===== config.mk =====
export PLATFORM = sky130hd
export DESIGN_NAME = uart_rx
export DESIGN_NICKNAME = d
export VERILOG_FILES = /design/src/rtl/uart_rx.sv
export SDC_FILE = /design/constraint.sdc
export NUM_CORES = 1
export LEC_CHECK = 0
export ABC_AREA = 1
export BUFFER_PORTS_ARGS = -buffer_cell sky130_fd_sc_hd__buf_2
export CORE_MARGIN = 2
export CORE_UTILIZATION = 55
export CTS_BUF_LIST = sky130_fd_sc_hd__clkbuf_2
export CTS_CLUSTER_SIZE = 14
export DETAILED_ROUTE_END_ITERATION = 6
export GPL_TIMING_DRIVEN = 0
export PLACE_DENSITY = 0.72
export SYNTH_ARGS = -nofsm -noshare
export SYNTH_HDL_FRONTEND = slang
export SYNTH_SLANG_ARGS = --single-unit

===== constraint.sdc =====
create_clock -name i_clock -period 1.6 [get_ports i_clock]
set_input_delay 0.08 -clock i_clock [delete_from_list [all_inputs] [get_ports i_clock]]
set_output_delay 0.08 -clock i_clock [all_outputs]
set_load 0.01 [all_outputs]

===== src/rtl/uart_rx.sv =====
// UART receiver with 16x oversampling, optional parity and one or two stop bits.
// The serial line is double-flopped; data, parity and stop bits are sampled mid-bit.
module uart_rx #(
    parameter int unsigned NB_DATA         = 8,
    parameter int unsigned N_DATA          = 8,
    parameter int unsigned PARITY_CHECK    = 0,
    parameter int unsigned EVEN_ODD_PARITY = 1,
    parameter int unsigned M_STOP          = 1
) (
    input  logic               i_clock,
    input  logic               i_reset,
    input  logic               i_valid,
    input  logic               i_data,
    output logic [NB_DATA-1:0] o_data,
    output logic               o_rx_done,
    output logic               o_parity_err,
    output logic               o_frame_err
);
    localparam int unsigned N_SAMPLES = N_DATA + PARITY_CHECK;
    localparam int unsigned NB_BIT    = $clog2(N_SAMPLES + 1);

    typedef enum logic [1:0] {IDLE, START, DATA, STOP} state_t;

    state_t              r_state, w_state_next;
    logic                r_sync1, r_sync2;
    logic [3:0]          r_tick, w_tick_next;
    logic [NB_BIT-1:0]   r_bit, w_bit_next;
    logic [1:0]          r_stop, w_stop_next;
    logic [N_DATA-1:0]   r_shift, w_shift_next;
    logic                r_par, w_par_next;
    logic                r_ferr_acc, w_ferr_acc_next;
    logic                r_wait_high, w_wait_high_next;
    logic [NB_DATA-1:0]  r_data, w_data_next;
    logic                r_done, w_done_next;
    logic                r_perr, w_perr_next;
    logic                r_ferr, w_ferr_next;
    logic                w_line, w_par_exp, w_frame_bad;

    assign w_line      = r_sync2;
    assign w_par_exp   = (EVEN_ODD_PARITY != 0) ? ^r_shift : ~^r_shift;
    assign w_frame_bad = r_ferr_acc | ~w_line;

    always_ff @(posedge i_clock) begin
        if (i_reset) begin
            r_sync1     <= 1'b1;
            r_sync2     <= 1'b1;
            r_state     <= IDLE;
            r_tick      <= '0;
            r_bit       <= '0;
            r_stop      <= '0;
            r_shift     <= '0;
            r_par       <= 1'b0;
            r_ferr_acc  <= 1'b0;
            r_wait_high <= 1'b1;
            r_data      <= '0;
            r_done      <= 1'b0;
            r_perr      <= 1'b0;
            r_ferr      <= 1'b0;
        end else begin
            r_sync1     <= i_data;
            r_sync2     <= r_sync1;
            r_state     <= w_state_next;
            r_tick      <= w_tick_next;
            r_bit       <= w_bit_next;
            r_stop      <= w_stop_next;
            r_shift     <= w_shift_next;
            r_par       <= w_par_next;
            r_ferr_acc  <= w_ferr_acc_next;
            r_wait_high <= w_wait_high_next;
            r_data      <= w_data_next;
            r_done      <= w_done_next;
            r_perr      <= w_perr_next;
            r_ferr      <= w_ferr_next;
        end
    end

    always_comb begin
        w_state_next     = r_state;
        w_tick_next      = r_tick;
        w_bit_next       = r_bit;
        w_stop_next      = r_stop;
        w_shift_next     = r_shift;
        w_par_next       = r_par;
        w_ferr_acc_next  = r_ferr_acc;
        w_wait_high_next = r_wait_high;
        w_data_next      = r_data;
        w_done_next      = 1'b0;
        w_perr_next      = r_perr;
        w_ferr_next      = r_ferr;
        if (i_valid) begin
            unique case (r_state)
                IDLE: begin
                    // After a framing error or reset the line must read high before a new start bit counts
                    if (r_wait_high) begin
                        if (w_line) w_wait_high_next = 1'b0;
                    end else if (!w_line) begin
                        w_state_next = START;
                        w_tick_next  = '0;
                    end
                end
                START: begin
                    if (r_tick == 4'd7) begin
                        w_tick_next = '0;
                        if (!w_line) begin
                            w_state_next    = DATA;
                            w_bit_next      = '0;
                            w_ferr_acc_next = 1'b0;
                        end else begin
                            w_state_next = IDLE;
                        end
                    end else begin
                        w_tick_next = r_tick + 4'd1;
                    end
                end
                DATA: begin
                    if (r_tick == 4'd15) begin
                        w_tick_next = '0;
                        if (r_bit < NB_BIT'(N_DATA)) w_shift_next = {w_line, r_shift[N_DATA-1:1]};
                        else                         w_par_next   = w_line;
                        if (r_bit == NB_BIT'(N_SAMPLES - 1)) begin
                            w_state_next = STOP;
                            w_stop_next  = '0;
                        end else begin
                            w_bit_next = r_bit + NB_BIT'(1);
                        end
                    end else begin
                        w_tick_next = r_tick + 4'd1;
                    end
                end
                STOP: begin
                    if (r_tick == 4'd15) begin
                        w_tick_next     = '0;
                        w_ferr_acc_next = w_frame_bad;
                        if (r_stop == 2'(M_STOP - 1)) begin
                            w_state_next     = IDLE;
                            w_done_next      = 1'b1;
                            w_data_next      = NB_DATA'(r_shift);
                            w_perr_next      = (PARITY_CHECK != 0) && (r_par != w_par_exp);
                            w_ferr_next      = w_frame_bad;
                            w_wait_high_next = w_frame_bad;
                        end else begin
                            w_stop_next = r_stop + 2'd1;
                        end
                    end else begin
                        w_tick_next = r_tick + 4'd1;
                    end
                end
                default: w_state_next = IDLE;
            endcase
        end
    end

    assign o_data       = r_data;
    assign o_rx_done    = r_done;
    assign o_parity_err = r_perr;
    assign o_frame_err  = r_ferr;
endmodule


==> Word-level counts from Yosys, hierarchy flattened <==
Cells that the tools add are included.
{ "op_classes": {"add_sub_neg": 3, "order_cmp": 1, "eq_ne": 16, "muxes": 33, "bitwise_logic": 5, "reduce_logical": 16} }
{ "ops": {"columns": ["cell", "n"], "rows": [
  ["$mux W4", 7],
  ["$mux W2", 12],
  ["$ne A2 B2 Y1 const B", 10],
  ["$pmux W4 S3", 1],
  ["$reduce_and A4 Y1", 3],
  ["$reduce_and A6 Y1", 2],
  ["$add A4 B1 Y4 const B", 2],
  ["$eq A4 B3 Y1 const B", 2],
  ["$mux W1", 8],
  ["$pmux W2 S4", 1],
  ["$pmux W4 S2", 1],
  ["$reduce_and A8 Y1", 1],
  ["$reduce_bool A2 Y1", 4],
  ["$reduce_and A5 Y1", 1],
  ["$eq A2 B2 Y1 const B", 2],
  ["$eq A4 B4 Y1 const B", 1],
  ["$logic_not A2 Y1", 2],
  ["$lt A4 B4 Y1 const B", 1],
  ["$not A1 Y1", 4],
  ["$pmux W1 S2", 2],
  ["$pmux W2 S2", 1],
  ["$reduce_or A4 Y1", 1],
  ["$reduce_and A3 Y1", 1],
  ["$add A2 B1 Y2 const B", 1],
  ["other kinds (3)", 3]
]} }
{ "totals": {"ff_bits": 34, "inputBits": 4, "elab_cells": 86} }

==> Logic depth before layout (Yosys ltp) <==
{ "logic_depth": {"ltp_word": 5, "depth_mapped": 10, "mapped_depth_nobuf": 10} }

==> Worst setup path before layout <==
No wires, ideal clock.
{ "synth_path": {"kind": "register -> register", "start": "reg r_tick[0]", "end": "reg r_data[0] (netlist: o_data[0])", "setup_time_ns": 0.116, "arrival_ns": 1.275, "t_required_ns": 1.484, "path_slack_ns": 0.209, "path_stages_with_launch": 7, "path_buffers": 0, "path_cell_list": "dfxtp_1 -> ha_1 -> nand4_2 -> nor3_4 -> inv_4 -> nor2_1 -> nor2_1"} }
{ "synth_between": {"elab_chain_cells": 2} }
{ "synth_rtl": {"columns": ["item", "line", "rtl"], "rows": [
  ["start: declaration", "26", "logic [3:0] r_tick, w_tick_next;"],
  ["start signal: assignment", "63", "r_tick <= w_tick_next;"],
  ["$eq A4 B4 Y1", "131", "if (r_tick == 4'd15) begin"],
  ["$reduce_and A4 Y1 (no source line)", null, null],
  ["end signal: assignment", "70", "r_data <= w_data_next;"],
  ["end: declaration", "33", "logic [NB_DATA-1:0] r_data, w_data_next;"]
]} }
No other way between the ends.
A chain may end at the register's enable or synchronous reset.

==> Final worst setup path <==
{ "layout_path": {"start": "reg r_tick[0]", "end": "reg r_data[6] (netlist: o_data[6])"} }
Same word-level chain as after synthesis.

==> metrics.cfg <==
[sta]
rsz0062_at_grt=false
layout_setup_ws_ns=0.0958
min_period_over_period=0.940
slew_violations=0
timing.final.crit_period_ns=1.50
max_freq_mhz=665
whs_ns=0.113
setup_viol=0
finalHoldViolCount=0
finalSetupTns_ns=0
finClkSkew_ns=0.0233

[drt]
vias=1438
firstDrtPassIters=4
viasPerCell=5.03
postRouteAntennaNets=0
post-route-drc-count=0
wl_per_cell_um=11.2
drt_wl_total_um=3220
drt-initial-drc-count=69

[critical_path]
reg2reg_slack_ns=0.1
crit_type=reg -> reg
critPathCaptureType=flip-flop
cp.required_ns=1.89
start_kind=flip-flop
r2r_end=o_data[6]
r2r-start=r_tick[0]
worst_r2r_path_depth=7
crit_arrival_ns=1.79
path_max_fanout=10

[floorplan]
start_util=0.580
io_pins=15
core_um2=2760
die_area_um2=3360
die_w_um=57.9
num_rows=19
fp.dieH_um=57.9

[outcome]
status=completed

[global_route]
antenna_found_initial=0
grt_usage=0.223
grt_start_max_net_pins=11
grt_pass1_wl_um=5580
grt_pass1_vias=1271
grt.overflow.total=0

[placed_design]
port_buffers=11
dp_hpwl_um=2220
pre_cts_slack_ns=-0.0982
placed_area_um2=1690
gp_congestion=0.902

[pwr]
p_leak_uw=0.000880
vdd_drop_max_mv=0.720
power_density_nw_per_um2=776

[layout]
finish.instance_area_um2=1800
layout.nets=261
post_route_cells_drive_above_1_share=0.176
antenna_cells=0
layout_commonest_cell=nor2_1
fill_cells=246
area_growth_pct=12.7
mostFrequentLayoutCells=nor2_1, nand2_1, dfxtp_1

[logic_synthesis]
syn_nets=238
ys_warn_count=0
syn_avg_cell_area_um2=6.93
synth-seq-area-share=0.425
ys_types=22
syn_inst=231
synth.cell_area_um2=1600
ys_ff_latch=34

[cts]
clk_latency_ns=0.40
cts_tree=built
clk_pin_slew_ns=0.19
h-tree-depth=2
cts-buffers-inserted=5
cts_sinks=34
cts-root-buf=clkbuf_2
clockBufferDepth=2

[hold_path]
min_from=i_valid
hold_path.class=in -> reg
whs_path_depth=5
hold_end=r_tick[1]

[run]
maxCapViolCount=0

-- per-stage QoR --
step           instances  utilization  total power (uW)
2_1_floorplan        231            -               987
3_3_place_gp         273        0.614              1010
3_5_place_dp         273        0.614              1010
4_1_cts              286        0.645              1410
5_1_grt              286        0.654              1470
6_report             286        0.654              1400
-- cell type report --
type                            count  area (um^2)  area share
Sequential cell                    34          688       0.382
Timing Repair Buffer               16         97.6      0.0541
Multi-Input combinational cell    166          807       0.448
Tap cell                           31         38.8      0.0215
Clock inverter                      2         8.76     0.00486
Inverter                           25         96.3      0.0534
Buffer                              6         36.3      0.0201
Clock buffer                        6         30.0      0.0167
-- critical path: stages, from the launching register on --
cell and delay, ns:
dfxtp_4 0.41, ha_4 0.18, nand4_2 0.19, nor3_4 0.24
buf_4 0.17, inv_4 0.06, nor2_1 0.09, nor2_1 0.05
-- layer usage --
layer,share of wire,vias to the layer above,track usage
li1,-,778,-
met1,0.49,627,0.303
met2,0.44,28,0.320
met3,0.049,5,0.0737
met4,0.017,0,0.103
met5,0,-,0
-- cell usage after synthesis (all sizes together) --
master	count	area, um^2
buf	4	28.8
or2	3	18.8
dfxtp	34	681
nor3	2	32.5
xor2	1	8.76
clkbuf	2	7.51
nand4	3	25.0
inv	25	96.4
nor2	55	224
nand2	43	161
ha	3	37.5
o21ai	22	110
a21oi	13	65.1
conb	1	3.75
nand3	20	100
-- state kept, by name, summed over array words and instances, names as in the netlist, 2 cells and up, named ones only --
name	count
o_data	8
r_bit	4
r_shift	8
r_stop	2
r_tick	4
-- power breakdown --
group	total (uW)	internal (uW)	switching, uW
clock network	400	107	293
logic	129	45.0	84.0
registers	870	859	10.9
total	1400	1010	387
-- timing repair --
item	4_1_cts	5_1_grt
hold buffers	2	0
setup endpoints to repair	21	26
buffers inserted	3	0
endpoints found under the hold margin	4	0
resized for setup	1	9
pin swaps	2	0
-- logic make-up (layout without fill, tap and decap cells) --
family          after synthesis  count (layout)  synth area share
compound gates               35              35             0.109
xor+xnor                      1               1           0.00547
fa+ha+maj                     3               3            0.0235
buf+inv                      31              55            0.0829
flops                        34              34             0.425
other cells                   1               1           0.00234
simple gates                126             126             0.351
-- worst max-delay path by stage --
stage | slack, ns | endpoint | startpoint | cells past startpoint
floorplan | 0.21 | o_data[0] | r_tick[0] | 6
detailed placement | -0.1 | o_data[3] | r_tick[0] | 6
global route | 0.01 | o_data[3] | r_tick[0] | 7
CTS | 0.003 | o_frame_err | r_tick[0] | 8
finish | 0.1 | o_data[6] | r_tick[0] | 7
global placement | -0.09 | o_data[3] | r_tick[0] | 6
(Power assumes the default switching activity.)
